[src/rtl/spw_rx_pkg.sv]
// Shared definitions for the rx_spw_sync SpaceWire receiver:
// control codes, FIFO flag words, decoder states and error-cause bit positions.
package spw_rx_pkg;

  // Control codes as {c0, c1}, where c0 is the first bit after the flag.
  localparam logic [1:0] CTRL_FCT = 2'b00;
  localparam logic [1:0] CTRL_EOP = 2'b01;
  localparam logic [1:0] CTRL_EEP = 2'b10;
  localparam logic [1:0] CTRL_ESC = 2'b11;

  localparam logic [8:0] FLAG_EOP = 9'h100;
  localparam logic [8:0] FLAG_EEP = 9'h101;

  // Last seven HUNT bits (oldest in the MSB) that form the first NULL.
  localparam logic [6:0] NULL_WINDOW = 7'b1110100;

  typedef enum logic [1:0] {
    HUNT  = 2'd0,
    RUN   = 2'd1,
    ERROR = 2'd2
  } rx_state_t;

  localparam int ERR_PAR  = 0;
  localparam int ERR_ESC  = 1;
  localparam int ERR_OVF  = 2;
  localparam int ERR_DISC = 3;

endpackage

[src/rtl/rx_spw_sync_fifo.sv]
// Synchronous show-ahead FIFO for decoded N-Chars; the head word is visible
// combinationally and reads as zero while the FIFO is empty.
module rx_spw_sync_fifo #(
  parameter int DEPTH = 64,
  parameter int WIDTH = 9
) (
  input  logic                     clock,
  input  logic                     reset,
  input  logic                     wr_en,
  input  logic [WIDTH-1:0]         wr_data,
  input  logic                     rd_en,
  output logic [WIDTH-1:0]         rd_data,
  output logic                     empty,
  output logic                     full,
  output logic [$clog2(DEPTH):0]   count
);

  localparam int AW = $clog2(DEPTH);

  logic [WIDTH-1:0] mem [DEPTH];
  logic [AW-1:0]    wr_ptr;
  logic [AW-1:0]    rd_ptr;
  logic [AW:0]      occupancy;
  logic             do_rd;
  logic             do_wr;

  // A write into a full FIFO is still taken when a pop frees the slot in the same clock.
  assign do_rd = rd_en && (occupancy != '0);
  assign do_wr = wr_en && (!full || do_rd);

  assign empty   = (occupancy == '0);
  assign full    = (occupancy == (AW+1)'(DEPTH));
  assign count   = occupancy;
  assign rd_data = empty ? '0 : mem[rd_ptr];

  always_ff @(posedge clock) begin
    if (do_wr) begin
      mem[wr_ptr] <= wr_data;
    end
  end

  always_ff @(posedge clock or posedge reset) begin
    if (reset) begin
      wr_ptr    <= '0;
      rd_ptr    <= '0;
      occupancy <= '0;
    end else begin
      if (do_wr) begin
        wr_ptr <= wr_ptr + 1'b1;
      end
      if (do_rd) begin
        rd_ptr <= rd_ptr + 1'b1;
      end
      case ({do_wr, do_rd})
        2'b10:   occupancy <= occupancy + 1'b1;
        2'b01:   occupancy <= occupancy - 1'b1;
        default: occupancy <= occupancy;
      endcase
    end
  end

endmodule

[src/rtl/rx_spw_sync.sv]
// Oversampling SpaceWire receiver: DS bit recovery, character decoding and N-Char FIFO.
// Define RX_SPW_DISCONNECT_EN to include the disconnect timeout (DISC_CYCLES).
module rx_spw_sync
  import spw_rx_pkg::*;
#(
  parameter int FIFO_DEPTH  = 64,
  parameter int SYNC_STAGES = 2,
  parameter int DISC_CYCLES = 85
) (
  input  logic                          posedge_clk,
  input  logic                          rx_reset,
  input  logic                          rx_din,
  input  logic                          rx_sin,
  input  logic                          rx_enable,
  output logic                          rx_got_bit,
  output logic                          rx_got_null,
  output logic                          rx_got_fct,
  output logic                          rx_got_nchar,
  output logic                          rx_got_time_code,
  output logic                          rx_error,
  output logic [3:0]                    rx_err_cause,
  input  logic                          rx_rd_en,
  output logic [8:0]                    rx_data_flag,
  output logic                          rx_fifo_empty,
  output logic [$clog2(FIFO_DEPTH):0]   rx_fifo_count,
  output logic [7:0]                    rx_time_out,
  output logic                          rx_tick_out
);

  logic [SYNC_STAGES-1:0] din_sync;
  logic [SYNC_STAGES-1:0] sin_sync;
  logic                   din_prev;
  logic                   sin_prev;
  logic                   bit_val;

  rx_state_t   state, state_n;
  logic [5:0]  win, win_n;
  logic [3:0]  cnt, cnt_n;
  logic [6:0]  shift, shift_n;
  logic        par_bit, par_bit_n;
  logic        flag, flag_n;
  logic        prev_par, prev_par_n;
  logic        run_par, run_par_n;
  logic        esc_pend, esc_pend_n;
  logic [3:0]  err_cause, err_cause_n;
  logic [7:0]  time_q, time_n;
  logic        null_q, null_n;
  logic        fct_q, fct_n;
  logic        tc_q, tc_n;
  logic        push_q, push_n;
  logic [8:0]  push_data, push_data_n;

  logic [1:0]  ctrl_code;
  logic [7:0]  data_byte;
  logic        fifo_full;
  logic        ovf_evt;
  logic        disc_evt;

  // A bit is any change on D or S after synchronisation; its value is the synchronised D.
  always_ff @(posedge posedge_clk or posedge rx_reset) begin
    if (rx_reset) begin
      din_sync   <= '0;
      sin_sync   <= '0;
      din_prev   <= 1'b0;
      sin_prev   <= 1'b0;
      rx_got_bit <= 1'b0;
      bit_val    <= 1'b0;
    end else begin
      din_sync   <= {din_sync[SYNC_STAGES-2:0], rx_din};
      sin_sync   <= {sin_sync[SYNC_STAGES-2:0], rx_sin};
      din_prev   <= din_sync[SYNC_STAGES-1];
      sin_prev   <= sin_sync[SYNC_STAGES-1];
      rx_got_bit <= (din_sync[SYNC_STAGES-1] ^ din_prev) |
                    (sin_sync[SYNC_STAGES-1] ^ sin_prev);
      bit_val    <= din_sync[SYNC_STAGES-1];
    end
  end

  assign ctrl_code = {shift[6], bit_val};
  assign data_byte = {bit_val, shift};

`ifdef RX_SPW_DISCONNECT_EN
  localparam int DISC_W = $clog2(DISC_CYCLES + 1);
  logic [DISC_W-1:0] idle_cnt;

  always_ff @(posedge posedge_clk or posedge rx_reset) begin
    if (rx_reset) begin
      idle_cnt <= '0;
    end else if (rx_got_bit || (state != RUN)) begin
      idle_cnt <= '0;
    end else begin
      idle_cnt <= idle_cnt + 1'b1;
    end
  end

  assign disc_evt = (state == RUN) && rx_enable && !rx_got_bit &&
                    (idle_cnt == DISC_W'(DISC_CYCLES - 1));
`else
  assign disc_evt = 1'b0;
`endif

  assign ovf_evt = push_q && fifo_full && !rx_rd_en && rx_enable;

  always_comb begin
    state_n     = state;
    win_n       = win;
    cnt_n       = cnt;
    shift_n     = shift;
    par_bit_n   = par_bit;
    flag_n      = flag;
    prev_par_n  = prev_par;
    run_par_n   = run_par;
    esc_pend_n  = esc_pend;
    err_cause_n = err_cause;
    time_n      = time_q;
    null_n      = 1'b0;
    fct_n       = 1'b0;
    tc_n        = 1'b0;
    push_n      = 1'b0;
    push_data_n = push_data;

    if (!rx_enable) begin
      state_n     = HUNT;
      win_n       = '0;
      cnt_n       = '0;
      esc_pend_n  = 1'b0;
      err_cause_n = '0;
    end else begin
      case (state)
        HUNT: begin
          if (rx_got_bit) begin
            win_n = {win[4:0], bit_val};
            if ({win, bit_val} == NULL_WINDOW) begin
              // The NULL just seen ends in an FCT, whose control bits are both zero.
              null_n     = 1'b1;
              state_n    = RUN;
              cnt_n      = '0;
              prev_par_n = 1'b0;
              esc_pend_n = 1'b0;
            end
          end
        end
        RUN: begin
          if (rx_got_bit) begin
            cnt_n = cnt + 4'd1;
            if (cnt == 4'd0) begin
              par_bit_n = bit_val;
            end else if (cnt == 4'd1) begin
              if (!(prev_par ^ par_bit ^ bit_val)) begin
                err_cause_n[ERR_PAR] = 1'b1;
                state_n              = ERROR;
              end
              flag_n    = bit_val;
              run_par_n = 1'b0;
            end else begin
              run_par_n = run_par ^ bit_val;
              shift_n   = {bit_val, shift[6:1]};
              if (flag && (cnt == 4'd3)) begin
                cnt_n      = '0;
                prev_par_n = run_par ^ bit_val;
                if (esc_pend) begin
                  esc_pend_n = 1'b0;
                  if (ctrl_code == CTRL_FCT) begin
                    null_n = 1'b1;
                  end else begin
                    err_cause_n[ERR_ESC] = 1'b1;
                    state_n              = ERROR;
                  end
                end else begin
                  case (ctrl_code)
                    CTRL_FCT: fct_n = 1'b1;
                    CTRL_EOP: begin
                      push_n      = 1'b1;
                      push_data_n = FLAG_EOP;
                    end
                    CTRL_EEP: begin
                      push_n      = 1'b1;
                      push_data_n = FLAG_EEP;
                    end
                    default:  esc_pend_n = 1'b1;
                  endcase
                end
              end else if (!flag && (cnt == 4'd9)) begin
                cnt_n      = '0;
                prev_par_n = run_par ^ bit_val;
                if (esc_pend) begin
                  esc_pend_n = 1'b0;
                  time_n     = data_byte;
                  tc_n       = 1'b1;
                end else begin
                  push_n      = 1'b1;
                  push_data_n = {1'b0, data_byte};
                end
              end
            end
          end
        end
        default: begin
        end
      endcase

      // Overflow and disconnect take precedence over anything decoded in the same clock.
      if (ovf_evt) begin
        err_cause_n[ERR_OVF] = 1'b1;
      end
      if (disc_evt) begin
        err_cause_n[ERR_DISC] = 1'b1;
      end
      if (ovf_evt || disc_evt) begin
        state_n = ERROR;
        null_n  = 1'b0;
        fct_n   = 1'b0;
        tc_n    = 1'b0;
        push_n  = 1'b0;
      end
    end
  end

  always_ff @(posedge posedge_clk or posedge rx_reset) begin
    if (rx_reset) begin
      state     <= HUNT;
      win       <= '0;
      cnt       <= '0;
      shift     <= '0;
      par_bit   <= 1'b0;
      flag      <= 1'b0;
      prev_par  <= 1'b0;
      run_par   <= 1'b0;
      esc_pend  <= 1'b0;
      err_cause <= '0;
      time_q    <= '0;
      null_q    <= 1'b0;
      fct_q     <= 1'b0;
      tc_q      <= 1'b0;
      push_q    <= 1'b0;
      push_data <= '0;
    end else begin
      state     <= state_n;
      win       <= win_n;
      cnt       <= cnt_n;
      shift     <= shift_n;
      par_bit   <= par_bit_n;
      flag      <= flag_n;
      prev_par  <= prev_par_n;
      run_par   <= run_par_n;
      esc_pend  <= esc_pend_n;
      err_cause <= err_cause_n;
      time_q    <= time_n;
      null_q    <= null_n;
      fct_q     <= fct_n;
      tc_q      <= tc_n;
      push_q    <= push_n;
      push_data <= push_data_n;
    end
  end

  rx_spw_sync_fifo #(
    .DEPTH (FIFO_DEPTH),
    .WIDTH (9)
  ) u_fifo (
    .clock   (posedge_clk),
    .reset   (rx_reset),
    .wr_en   (push_q),
    .wr_data (push_data),
    .rd_en   (rx_rd_en),
    .rd_data (rx_data_flag),
    .empty   (rx_fifo_empty),
    .full    (fifo_full),
    .count   (rx_fifo_count)
  );

  assign rx_got_null      = null_q;
  assign rx_got_fct       = fct_q;
  assign rx_got_nchar     = push_q;
  assign rx_got_time_code = tc_q;
  assign rx_tick_out      = tc_q;
  assign rx_time_out      = time_q;
  assign rx_err_cause     = err_cause;
  assign rx_error         = |err_cause;

endmodule
[config.mk]
export PLATFORM = sky130hd
export DESIGN_NAME = rx_spw_sync
export DESIGN_NICKNAME = d
export VERILOG_FILES = /design/src/rtl/spw_rx_pkg.sv /design/src/rtl/rx_spw_sync_fifo.sv /design/src/rtl/rx_spw_sync.sv
export SDC_FILE = /design/constraint.sdc
export NUM_CORES = 1
export LEC_CHECK = 0
export CAP_MARGIN = 5
export CORE_MARGIN = 5
export CORE_UTILIZATION = 53
export CTS_BUF_LIST = sky130_fd_sc_hd__clkbuf_16
export CTS_CLUSTER_DIAMETER = 40
export DETAILED_ROUTE_END_ITERATION = 8
export MAX_ROUTING_LAYER = met4
export PLACE_DENSITY = 0.68
export REMOVE_ABC_BUFFERS = 1
export SLEW_MARGIN = 40
export SYNTH_ARGS = -nofsm -noshare
export SYNTH_HDL_FRONTEND = slang
export SYNTH_SLANG_ARGS = --single-unit
[constraint.sdc]
create_clock -name posedge_clk -period 3.5 [get_ports posedge_clk]
set_input_delay 0.7 -clock posedge_clk [delete_from_list [all_inputs] [get_ports posedge_clk]]
set_output_delay 0.7 -clock posedge_clk [all_outputs]
set_load 0.01 [all_outputs]
# [Word-level counts from Yosys, hierarchy flattened]
# Memory sizes are Yosys's and may differ from the RTL's.
# Cells that the tools add are included.
[classes] n_addsub=5 n_eq_ne=46 muxes=101 bitwise=9 reduce_logical=35
[ops] cell="1-bit 2-to-1 mux" n=63
[ops] cell="9-bit 2-to-1 mux" n=5
[ops] cell="4-bit 2-to-1 mux" n=8
[ops] cell="2-bit 2-to-1 mux" n=14
[ops] cell="2-bit inequality test, second input constant" n=11
[ops] cell="4-bit inequality test, second input constant" n=5
[ops] cell="5-bit inequality test, second input constant" n=4
[ops] cell="6-bit 2-to-1 mux" n=3
[ops] cell="3-bit inequality test, second input constant" n=6
[ops] cell="9-bit case mux with 2 select lines" n=1
[ops] cell="9-bit AND reduction" n=2
[ops] cell="8-bit AND reduction" n=2
[ops] cell="5-bit AND reduction" n=3
[ops] cell="7-bit equality test, second input constant" n=2
[ops] cell="2-bit by 1-bit inequality test with 1-bit output, second input constant" n=7
[ops] cell="7-bit case mux with 2 select lines" n=1
[ops] cell="7-bit AND reduction" n=2
[ops] cell="6-bit by 1-bit adder with 6-bit output, second input constant" n=2
[ops] cell="4-bit AND reduction" n=3
[ops] cell="4-bit case mux with 2 select lines" n=1
[ops] cell="7-bit by 1-bit adder with 7-bit output, second input constant" n=1
[ops] cell="1-bit logical AND" n=7
[ops] cell="7-bit logical NOT" n=1
[ops] cell="7-bit nonzero test" n=1
[ops] cell="other kinds (23)" n=41
[totals] register_bits=74 ramBits=576 in_bits=6 out_inout_bits=36 wordCells=223 memories=1
[mem_list] memory="u_fifo.mem" words=64 word_bits=9 read_ports=1 rd_clocked_by_memory_dff=0 wr=1 line_no="rx_spw_sync_fifo.sv:20" rtl="logic [WIDTH-1:0] mem [DEPTH];"

# [Logic depth before layout (Yosys ltp)]
# Gate-level depths: netlist (run 1).
[logic_depth] word_depth=11 mapped_depth=14 depth_no_buf=11

# [By module]
# From an unflattened synthesis (run 1), not the netlist that was laid out.
[unflattened] hier_cells=1372 hier_area_um2=25783.5
[modules_own_cells] module="rx_spw_sync_fifo" instances=1 cells_per_inst=1154 area_each_um2=23223.5 seq_area_each_um2=17772.0
[modules_own_cells] module="rx_spw_sync" instances=1 cells_per_inst=218 area_each_um2=2560.0 seq_area_each_um2=1376.3

# [Least setup slack after synthesis (run 1)]
# No wires, ideal clock.
[synth_timing] path_type="flip-flop to flip-flop" from="register u_fifo.occupancy[2], in the netlist u_fifo.count[2]" to="register u_fifo.occupancy[6], in the netlist u_fifo.count[6]" setup_time_ns=0.079 arrival_ns=3.447 required_ns=3.421 setup_slack_ns=-0.026 path_stages_with_launch=15 path_buffers=3 period_less_slack_ns=3.526 cell_sequence="dfrtp_1 clkbuf_2 or4_4 nor4_2 nor2b_1 clkbuf_1 ha_1 clkbuf_1 xor2_1 ha_1 a21boi_0 o22a_1 a211o_1 a31oi_1 xor2_1"
[synth_between] elab_chain_cells=6 word_cells_on_any_way=12 cone_classes="2 x add/sub; 3 x eq/ne; 1 x mux; 6 x reduce/logical"
[synth_lines] item="from (decl)" line_no="rx_spw_sync_fifo.sv:23" rtl="logic [AW:0] occupancy;"
[synth_lines] item="from (signal assigned)" line_no="rx_spw_sync_fifo.sv:55" rtl="2'b10: occupancy <= occupancy + 1'b1;"
[synth_lines] item="from (signal assigned)" line_no="rx_spw_sync_fifo.sv:56" rtl="2'b01: occupancy <= occupancy - 1'b1;"
[synth_lines] item="from (signal assigned)" line_no="rx_spw_sync_fifo.sv:57" rtl="default: occupancy <= occupancy;"
[synth_lines] item="7-bit nonzero test (*)" line_no="rx_spw_sync_fifo.sv:28" rtl="assign do_rd = rd_en && (occupancy != '0);"
[synth_lines] item="1-bit logical AND (*)" line_no="rx_spw_sync_fifo.sv:28"
[synth_lines] item="via u_fifo.do_rd" line_no="rx_spw_sync_fifo.sv:24" rtl="logic do_rd;"
[synth_lines] item="1-bit logical OR" line_no="rx_spw_sync_fifo.sv:29" rtl="assign do_wr = wr_en && (!full || do_rd);"
[synth_lines] item="1-bit logical AND" line_no="rx_spw_sync_fifo.sv:29"
[synth_lines] item="2-bit by 1-bit equality test with 1-bit output / 2-bit equality test (equally long branches)" line_no="rx_spw_sync_fifo.sv:54" rtl="case ({do_wr, do_rd})"
[synth_lines] item="7-bit case mux with 2 select lines / 2-bit nonzero test (equally long branches)"
# The timed path passes the listed nets; every way through them passes the cells marked *.
# A chain may end at the register's enable or synchronous reset.

# [Worst setup path after layout (run 1)]
[layout_timing] from="register u_fifo.rd_ptr[0]" to="output port rx_data_flag[8]"
[layout_between] elab_chain_cells=2
[layout_lines] item="from (decl)" line_no="rx_spw_sync_fifo.sv:22" rtl="logic [AW-1:0] rd_ptr;"
[layout_lines] item="from (signal assigned)" line_no="rx_spw_sync_fifo.sv:52" rtl="rd_ptr <= rd_ptr + 1'b1;"
[layout_lines] item="memory read 64 x 9 bit"
[layout_lines] item="9-bit 2-to-1 mux" line_no="rx_spw_sync_fifo.sv:34" rtl="assign rd_data = empty ? '0 : mem[rd_ptr];"
[layout_lines] item="to (decl)" line_no="rx_spw_sync.sv:23" rtl="output logic [8:0] rx_data_flag,"
# Every way passes these cells.

==> results.md, run 1 <==
- Met2 Use GR: 37.40%
- Core Util, Final: 64.99%
- Crit path launch type: register
- Via-to-Cell Ratio: 6.025
- Vias post-DR: 14320
- Placement Cell Area: 28230 um2
- Layout cells sized above 1: 30.18%
- Non-Filler Instances: 2377
- Area Growth Syn to Fin: 21.94%
- Pin count of the biggest net entering global routing: 66
- HP Class: reg -> reg
- Flop pwr share: 36.9%
- Yosys warning total: 0
- Diodes inserted: 0
- Pre-CTS setup slack: -0.1464 ns
- Fill count: 3251
- Kind of critical path: reg -> out
- Met1 Track Usage GR: 34.80%
- Final setup violating endpoints: 9
- DIE HEIGHT: 231.4 um
- Worst skew pair latency: 0.60 ns
- Reg clk slew, reported paths: 0.06 ns
- Synthesized area: 25980 um2
- Failing checks: negative setup slack
- Final worst clock skew: 0.02034 ns
- CTS tree: done
- Register Area: 19190 um2
- Drt wl/cell: 26.24 um
- CP endpoint kind: output pin
- Num rows: 81
- Crit-path max FO: 4
- Leak: 0.009106 uW
- Hold_buf cts: 0
- Post-synth cell types: 74
- Max-cap violations: 0
- I/O Pins: 42
- FFs w/ async S/R, synth: 11.38%
- Comb pwr share: 25.7%
- Max-slew violation count: 0
- Drt total wl: 62.38 mm
- F_max: 273.6 MHz
- Initial antenna violation count: 1
- GRT Overall Usage: 24.38%
- CTS buffer count: 82
- Placed Cells: 2203
- Post-layout min period: 3.655 ns
- Internal power: 16740 uW
- Final instance area: 31680 um2
- DRC: 0
- Worst slew pin tran: 0.8646 ns
- Clk Tree Root Cell: clkbuf_16
- Final Total Pwr: 23380 uW
- Port Buf Inserts: 40
- Initial Util: 53.30%
- First-pass GRT wire length: 94.60 mm
- Core area: 48750 um2
- Status: finished, violations left
- Commonest cells after routing, fill and taps aside: 576 x edfxtp_1, 136 x buf_4, 101 x mux4_2, 101 x mux2i_1, 85 x clkbuf_16
- Worst path arrival time: 2.96 ns
- GP Congestion: 0.8948
- Cell Pwr Density: 737.8 nW/um2
- Clock Power Share: 37.4%
- Final Cycle Share: 104.4%
- DRT iter0 DRCs: 1692
- GR peak layer: met2
- Sw Pwr: 6636 uW
- Final hold vios: 0
- Die Footprint: 53550 um2
- DRT Pass-1 Iters: 5
- GR Overflow Total: 0
- Cell taking the most area after synthesis: edfxtp_1
- Total clock sinks: 650
- Commonest non-fill, non-tap cell in the layout: edfxtp_1
- Worst EP required: 2.80 ns
- Predominant post-synthesis flop cell: edfxtp_1
- Slew margin rel.: 42.15%
- Multi-input logic area: 6624 um2
- Register bit count reported by yosys: 650
- HPWL after DPL: 38.36 mm
- Met3 usage: 4.239%
- Top cells by area, synth: edfxtp_1 67%, mux4_2 8.8%, dfrtp_1 7.1%, mux2i_1 3.9%, nor2_1 1.3%
- Post-layout nets: 1663
- IR drop worst, VDD: 0.0004959 V
- Setup WS post-layout: -0.1552 ns
- # H-tree levels: 3
- Die width: 231.4 um
- Sw Ratio: 28.39%
- Unrepaired setup endpoints after global routing: yes
- Vias in the first global route: 14600
- EDFF count, synth: 576
- Syn avg cell area: 18.19 um2
- Sequential fraction of the synthesis area: 73.70%
- Top-area cell type share of the netlist area: 66.57%
- Mapped Cells: 1428
- Clock Path Buffers: 3
- Remaining antenna violation count after routing: 0
-- power by group through the flow --
| stage | registers [uW] | clock network (uW) | logic (uW) |
|---|---|---|---|
| floorplan | 9350 | 0 | 2220 |
| finish | 8640 | 8740 | 6000 |
| CTS | 8630 | 8820 | 5850 |
| global placement | 8860 | 0 | 5160 |
| detailed placement | 8860 | 0 | 5200 |
| global route | 8640 | 9200 | 6290 |
-- final cells by class --
| type | count | area share (%) |
|---|---|---|
| well taps | 664 | 2.622 |
| clock inverters | 67 | 2.346 |
| inverters | 20 | 0.2370 |
| flip-flops and latches | 650 | 60.57 |
| repair buffers | 215 | 6.607 |
| multi-input cells | 676 | 20.91 |
| clock buffers | 85 | 6.714 |
-- worst paths after layout --
path | startpoint | to | slack, ns | cells past startpoint
min in group asynchronous | rx_reset | u_fifo.count[6]$_DFFE_PP0P_ | 0.48 | 2
max | u_fifo.rd_ptr[0]$_DFFE_PP0P_ | rx_data_flag[8] | -0.16 | 7
max reg2reg | u_fifo.count[4]$_DFFE_PP0P_ | u_fifo.count[6]$_DFFE_PP0P_ | 0.37 | 11
min reg2reg | din_sync[0]$_DFF_PP0_ | din_sync[1]$_DFF_PP0_ | 0.35 | 0
max in group asynchronous | rx_reset | win[0]$_DFFE_PP0P_ | 2.16 | 3
min | din_sync[0]$_DFF_PP0_ | din_sync[1]$_DFF_PP0_ | 0.35 | 0
-- Yosys cell counts (3+ instances only) --
library cell	number
a211oi_1	8
a21boi_0	3
a21oi_1	52
a221oi_1	7
a22o_1	11
a22oi_1	16
a32o_1	3
and2_1	5
buf_1	8
buf_2	27
buf_4	9
clkbuf_1	37
dfrtp_1	74
edfxtp_1	576
ha_1	12
inv_1	18
mux2_2	19
mux2i_1	102
mux4_2	101
nand2_1	47
nand2b_1	6
nand3_1	9
nand3b_1	8
nand3b_2	4
nand4_1	5
nor2_1	87
nor2b_1	11
nor3_1	9
o21ai_0	33
o221ai_1	32
o22ai_1	3
o31ai_1	8
or3b_2	3
xnor2_1	13
xor2_1	11
-- cells by family (layout without fill, tap and decap cells) --
| logic type | after synthesis | in the layout | synth area share, % |
|---|---|---|---|
| buffers and inverters | 102 | 387 | 1.738 |
| AND/OR/NAND/NOR | 219 | 219 | 4.344 |
| XOR/XNOR | 24 | 24 | 0.8090 |
| AO/OA/AOI/OAI | 198 | 198 | 5.307 |
| multiplexers | 222 | 222 | 13.51 |
| adder cells (fa/ha/maj) | 12 | 12 | 0.5779 |
| flip-flops | 650 | 650 | 73.70 |
| other | 1 | 1 | 0.01443 |
-- sequential cells by signal, indices dropped and copies added, names as in the netlist, 2 cells and up --
register       count
u_fifo.rd_ptr      6
u_fifo.wr_ptr      6
shift              7
din_sync           2
rx_err_cause       3
rx_time_out        8
u_fifo.count       7
sin_sync           2
push_data          9
u_fifo.mem       576
cnt                4
state              2
win                6
-- worst max-delay path: stages, from the launching register on --
cell	delay, ns
dfrtp_4	0.49
buf_12	0.15
mux4_2	0.50
mux2_4	0.27
a221o_1	0.34
and2_1	0.17
a22o_1	0.28
buf_2	0.16
-- per-layer routing --
layer / vias to the layer above / routed length [um]
met5: - / 0
met4: 0 / 1436
met3: 96 / 4726
met2: 646 / 30040
met1: 7395 / 26180
li1: 6184 / -
-- timing repair --
| action | in CTS | in global routing |
|---|---|---|
| buffers inserted | 23 | 3 |
| pin swaps | 21 | 8 |
| gates cloned | 2 | 0 |
| setup endpoints to repair | 9 | 9 |
| resized for setup | 92 | 28 |
-- metrics by stage --
stage          TNS [ns]  hold slack, ns
2_1_floorplan    -42.89          0.3312
3_3_place_gp    -0.2892          0.3331
3_5_place_dp    -0.3414          0.3378
4_1_cts         -0.8270          0.3512
5_1_grt          -1.249          0.3588
6_report        -0.5978          0.3483
No activity file was read; power rests on OpenSTA's default activity.
==> inputs of run 2 (changes only) <==
==> constraint.sdc (replaced) <==
create_clock -name posedge_clk -period 3.5 [get_ports posedge_clk]
set_input_delay 0.525 -clock posedge_clk [delete_from_list [all_inputs] [get_ports posedge_clk]]
set_output_delay 0.525 -clock posedge_clk [all_outputs]
set_load 0.01 [all_outputs]
==> results.md, run 2 (synthesis gave the netlist of run 1 again) <==
- GR Overflow Total: 0 (unchanged)
- Drt total wl: 61.82 mm (was 62.38 mm)
- IR drop worst, VDD: 0.0005263 V (was 0.0004959 V)
- HPWL after DPL: 37.56 mm (was 38.36 mm)
- Setup WS post-layout: 0.01721 ns (was -0.1552 ns)
- Cell Pwr Density: 716.4 nW/um2 (was 737.8 nW/um2)
- Core area: 48750 um2 (unchanged)
- Pre-CTS setup slack: 0.1178 ns (was -0.1464 ns)
- Die Footprint: 53550 um2 (unchanged)
- Final Cycle Share: 99.51% (was 104.4%)
- Layout cells sized above 1: 29.46% (was 30.18%)
- Worst skew pair latency: 0.61 ns (was 0.60 ns)
- Status: finished clean (was finished, violations left)
- CP peak stage delay: 0.54 ns (was 0.50 ns)
- Die width: 231.4 um (unchanged)
- Via-to-Cell Ratio: 6.088 (was 6.025)
- Final hold vios: 0 (unchanged)
- Port Buf Inserts: 40 (unchanged)
- F_max: 287.1 MHz (was 273.6 MHz)
- Non-Filler Instances: 2341 (was 2377)
- Unrepaired setup endpoints after global routing: yes (unchanged)
- CTS tree: done (unchanged)
- Post-layout nets: 1631 (was 1663)
- HP Class: in -> async (was reg -> reg)
- Slowest-stage cell, CP: mux4_2 (unchanged)
- Comb pwr share: 26.2% (was 25.7%)
- Worst Path Buf+Inv: 4 (was 2)
- GRT Overall Usage: 24.17% (was 24.38%)
- Crit-path max FO: 10 (was 4)
- Area Growth Syn to Fin: 19.86% (was 21.94%)
- Initial Util: 53.30% (unchanged)
- Placed Cells: 2173 (was 2203)
- I/O Pins: 42 (unchanged)
- Flop pwr share: 38.7% (was 36.9%)
- Sw Pwr: 6587 uW (was 6636 uW)
- Drt wl/cell: 26.41 um (was 26.24 um)
- DRT Pass-1 Iters: 5 (unchanged)
- Final Total Pwr: 22310 uW (was 23380 uW)
- Max reg flops: 576 (unchanged)
- Register Area: 19190 um2 (about the same)
- Commonest cells after routing, fill and taps aside: 576 x edfxtp_1, 121 x buf_4, 101 x mux4_2 (was 576 x edfxtp_1, 136 x buf_4, 101 x mux4_2, 101 x mux2i_1, 85 x clkbuf_16)
- Vias in the first global route: 14330 (was 14600)
- CP delay by family, top: buffers and inverters (was multiplexers)
- Commonest non-fill, non-tap cell in the layout: edfxtp_1 (unchanged)
- Pin count of the biggest net entering global routing: 66 (unchanged)
- Reg clk slew, reported paths: 0.06 ns (about the same)
- Total clock sinks: 650 (unchanged)
- Cell chain of the critical path: buf_8, buf_12, buf_16, mux4_2, a21oi_4, a21oi_2, a22o_1, dlygate4sd2_1 (was buf_12, mux4_2, mux2_4, a221o_1, and2_1, a22o_1, buf_2)
- Max-slew violation count: 0 (unchanged)
- Vias post-DR: 14250 (was 14320)
- DIE HEIGHT: 231.4 um (unchanged)
- DRT iter0 DRCs: 1740 (was 1692)
- Slew margin rel.: 40.33% (was 42.15%)
- Leak: 0.008783 uW (was 0.009106 uW)
- Max-cap violations: 0 (unchanged)
- Internal power: 15720 uW (was 16740 uW)
- Sw Ratio: 29.52% (was 28.39%)
- Multi-input logic area: 6690 um2 (was 6624 um2)
- Core Util, Final: 63.88% (was 64.99%)
- Crit path launch type: register (unchanged)
- Fill count: 3354 (was 3251)
- Clk Tree Root Cell: clkbuf_16 (unchanged)
- Worst slew pin tran: 0.8917 ns (was 0.8646 ns)
- Remaining antenna violation count after routing: 0 (unchanged)
- CTS buffer count: 78 (was 82)
- Num rows: 81 (unchanged)
- Initial antenna violation count: 0 (was 1)
- Clock Power Share: 35.1% (was 37.4%)
- Post-layout min period: 3.483 ns (was 3.655 ns)
- Most flop-heavy register: u_fifo.mem (unchanged)
- Final worst clock skew: 0.02087 ns (was 0.02034 ns)
- # H-tree levels: 3 (unchanged)
- First-pass GRT wire length: 93.44 mm (was 94.60 mm)
- Clock Path Buffers: 3 (unchanged)
- Worst path arrival time: 2.96 ns (about the same)
- Diodes inserted: 0 (unchanged)
- DRC: 0 (unchanged)
- Kind of critical path: reg -> out (unchanged)
- CP endpoint kind: output pin (unchanged)
- Worst EP required: 2.97 ns (was 2.80 ns)
- Final setup violating endpoints: 0 (was 9)
- GP Congestion: 0.8688 (was 0.8948)
## run 2: power by group through the flow
stage | clock network (uW) | logic (uW) | registers (uW)
after detailed placement | 0 | 4910 | 8870
after floorplan | 0 | 2220 | 9350
after global placement | 0 | 4870 | 8870
final | 7830 | 5850 | 8620
after CTS | 7940 | 5800 | 8610
after global routing | 8290 | 6110 | 8630
## run 2: what timing repair did
item / CTS / global route
resized for setup: 83 / 29
pin swaps: 25 / 9
cloned: 5 / 0
setup endpoints to repair: 9 / 8
hold buffers: 0 / 0
buffers inserted: 19 / 1
## run 2: worst reg2reg max path, cell delays in order (launching register included)
cell and delay, ns:
dfrtp_1 0.39, or4_4 0.55, o41a_1 0.49, inv_2 0.14, ha_1 0.19, xor2_1 0.08
ha_1 0.23, a21boi_0 0.13, o22a_1 0.22, a211o_1 0.30, a31oi_1 0.15, xor2_1 0.15
## run 2: worst paths after layout
| path | startpoint | to | slack [ns] | cells past startpoint |
|---|---|---|---|---|
| min in group posedge_clk | din_sync[0]$_DFF_PP0_ | din_sync[1]$_DFF_PP0_ | 0.35 | 0 |
| min reg2reg | din_sync[0]$_DFF_PP0_ | din_sync[1]$_DFF_PP0_ | 0.35 | 0 |
| min | rx_reset | rx_got_time_code$_DFF_PP0_ | 0.34 | 2 |
| max reg2reg | u_fifo.count[2]$_DFFE_PP0P_ | u_fifo.count[6]$_DFFE_PP0P_ | 0.38 | 11 |
| max | u_fifo.rd_ptr[0]$_DFFE_PP0P_ | rx_data_flag[4] | 0.02 | 8 |
| max in group asynchronous | rx_reset | cnt[2]$_DFFE_PP0P_ | 2.52 | 3 |
## run 2: cell type report
cell class / count / share of cell area [%]
Multi-Input combinational cell: 676 / 21.48
Timing Repair Buffer: 187 / 5.806
Clock buffer: 81 / 6.509
Inverter: 20 / 0.2451
Clock inverter: 63 / 1.675
Tap cell: 664 / 2.668
Sequential cell: 650 / 61.61
## run 2: stage by stage
stage / cell area (um2) / hold WS (ns) / TNS [ns]
finish: 31140 / 0.3418 / 0
detailed placement: 27950 / 0.3347 / 0
global placement: 27920 / 0.3329 / 0
CTS: 31080 / 0.3317 / -0.08279
floorplan: 25600 / 0.3312 / -41.31
global route: 31140 / 0.3469 / -0.03955
## run 2: per-layer routing
layer / track usage (%) / vias to the layer above / wire [um]
li1: - / 6118 / -
met1: 34.67 / 7374 / 26090
met2: 36.62 / 646 / 29530
met3: 4.447 / 114 / 4642
met4: 6.334 / 0 / 1561
met5: - / - / 0
==> inputs of run 3 (changes only) <==
PLACE_DENSITY = 0.65   (was 0.68)
clock period = 3.4 ns   (was 3.5 ns; I/O delays follow)
==> results.md, run 3 (synthesis gave the netlist of run 1 again) <==
- Pin count of the biggest net entering global routing: 66 (unchanged)
- DRC: 0 (unchanged)
- Area Growth Syn to Fin: 22.69% (was 19.86%)
- Crit-path max FO: 7 (was 10)
- Pre-CTS setup slack: -0.2227 ns (was 0.1178 ns)
- Num rows: 81 (unchanged)
- Placement Cell Area: 28140 um2 (was 27950 um2)
- Leak: 0.009124 uW (was 0.008783 uW)
- Final Cycle Share: 102.1%
- DRT Pass-1 Iters: 5 (unchanged)
- Clock Path Buffers: 3 (unchanged)
- Placed Cells: 2196 (was 2173)
- Setup WS post-layout: -0.07051 ns (was 0.01721 ns)
- Crit path launch type: register (unchanged)
- DRT iter0 DRCs: 1402 (was 1740)
- Commonest cells after routing, fill and taps aside: 576 x edfxtp_1, 152 x buf_4, 101 x mux4_2 (was 576 x edfxtp_1, 121 x buf_4, 101 x mux4_2)
- Worst path arrival time: 2.96 ns (about the same)
- CP delay by family, top: multiplexers (was buffers and inverters)
- Reg clk slew, reported paths: 0.06 ns (about the same)
- Status: finished, violations left (was finished clean)
- Clk Tree Root Cell: clkbuf_16 (unchanged)
- Post-layout min period: 3.471 ns
- Setup TNS: -0.1997 ns (was 0 ns)
- Vias post-DR: 14450 (was 14250)
- Fill count: 3246 (was 3354)
- Drt wl/cell: 26.48 um (was 26.41 um)
- Drt total wl: 63.12 mm (was 61.82 mm)
- Remaining antenna violation count after routing: 0 (unchanged)
- Die width: 231.4 um (unchanged)
- Final Total Pwr: 24010 uW (was 22310 uW)
- CTS buffer count: 80 (was 78)
- GRT Overall Usage: 24.49% (was 24.17%)
- Failing checks: negative setup slack
- HPWL after DPL: 38.49 mm (was 37.56 mm)
- Max reg flops: 576 (unchanged)
- Max-cap violations: 0 (unchanged)
- Final instance area: 31880 um2 (was 31140 um2)
- F_max: 288.1 MHz
- Max-slew violation count: 0 (unchanged)
- GR Overflow Total: 0 (unchanged)
- First-pass GRT wire length: 94.41 mm (was 93.44 mm)
- Slew margin rel.: 48.03% (was 40.33%)
- Cell chain of the critical path: buf_12, mux4_2, mux2_4, a221o_1, and2_1, a22o_1, buf_2 (was buf_8, buf_12, buf_16, mux4_2, a21oi_4, a21oi_2, a22o_1, dlygate4sd2_1)
- Die Footprint: 53550 um2 (unchanged)
- Worst slew pin tran: 0.7796 ns (was 0.8917 ns)
- I/O Pins: 42 (unchanged)
- DIE HEIGHT: 231.4 um (unchanged)
- Port Buf Inserts: 40 (unchanged)
- Worst R2R Path Depth: 11 (unchanged)
- Non-Filler Instances: 2384 (was 2341)
- Commonest non-fill, non-tap cell in the layout: edfxtp_1 (unchanged)
- Worst EP required: 2.89 ns (was 2.97 ns)
- CP endpoint kind: output pin (unchanged)
- HP Class: in -> async (unchanged)
- Kind of critical path: reg -> out (unchanged)
- Initial antenna violation count: 0 (unchanged)
- Post-layout nets: 1674 (was 1631)
- Final worst clock skew: 0.01465 ns (was 0.02087 ns)
- Core area: 48750 um2 (unchanged)
- Most flop-heavy register: u_fifo.mem (unchanged)
- Cell Pwr Density: 753.4 nW/um2 (was 716.4 nW/um2)
- Layout cells sized above 1: 32.27% (was 29.46%)
- Unrepaired setup endpoints after global routing: yes (unchanged)
- IR drop worst, VDD: 0.0005109 V (was 0.0005263 V)
- Initial Util: 53.30% (unchanged)
- GP Congestion: 0.8676 (was 0.8688)
- Final setup violating endpoints: 4 (was 0)
- Vias in the first global route: 14540 (was 14330)
- CTS tree: done (unchanged)
- Worst skew pair latency: 0.62 ns (was 0.61 ns)
- Via-to-Cell Ratio: 6.062 (was 6.088)
- Diodes inserted: 0 (unchanged)
- Final hold vios: 0 (unchanged)
- Total clock sinks: 650 (unchanged)
- Crit path depth: 7 (was 8)
- # H-tree levels: 3 (unchanged)
- Worst Path Buf+Inv: 2 (was 4)
- Slowest-stage cell, CP: mux4_2 (unchanged)
- CP peak stage delay: 0.49 ns (was 0.54 ns)
run 3: cell type report:
cell class	instances	area, um2	share of cell area (%)
inverters	20	78.83	0.2473
repair buffers	228	2226	6.983
well taps	664	830.8	2.606
clock inverters	65	671.9	2.108
flip-flops and latches	650	19180	60.18
clock buffers	81	2027	6.359
multi-input cells	676	6860	21.52
run 3: layer usage:
metal	up-vias	global-route usage (%)	share of wire, %
li1	6201	-	-
met1	7574	34.68	42
met2	585	36.95	48
met3	92	4.312	7.5
met4	0	7.968	2.5
met5	-	-	0
run 3: per-stage QoR:
stage	hold WS (ns)	util (%)
detailed placement	0.3411	57.73
CTS	0.2678	65.07
floorplan	0.3312	-
global placement	0.3349	57.67
finish	0.2711	65.39
global route	0.3315	65.39
run 3: power by group:
part | leakage (uW) | switching [uW] | internal (uW) | total [uW]
Sequential | 0.00428 | 174 | 8690 | 8860
Clock | 0.00134 | 3410 | 5120 | 8530
Combinational | 0.00351 | 3490 | 3140 | 6620
Total | 0.00912 | 7070 | 16900 | 24000
run 3: path summary, 6_finish.rpt:
path | startpoint | end | slack (ns)
worst min register to register | din_sync[0]$_DFF_PP0_ | din_sync[1]$_DFF_PP0_ | 0.35
worst max register to register | u_fifo.count[0]$_DFFE_PP0P_ | u_fifo.count[6]$_DFFE_PP0P_ | 0.30
min in group posedge_clk | rx_din | din_sync[0]$_DFF_PP0_ | 0.33
worst max-delay path | u_fifo.rd_ptr[0]$_DFFE_PP0P_ | rx_data_flag[8] | -0.07
max in group asynchronous | rx_reset | u_fifo.rd_ptr[1]$_DFFE_PP0P_ | 2.47
worst min-delay path | rx_reset | u_fifo.count[4]$_DFFE_PP0P_ | 0.27
run 3: what timing repair did:
action | in CTS | in global routing
pin swaps | 23 | 17
setup buffers | 33 | 4
hold buffers | 0 | 0
resized for setup | 112 | 37
cloned | 7 | 0
endpoints found under the setup margin | 9 | 9
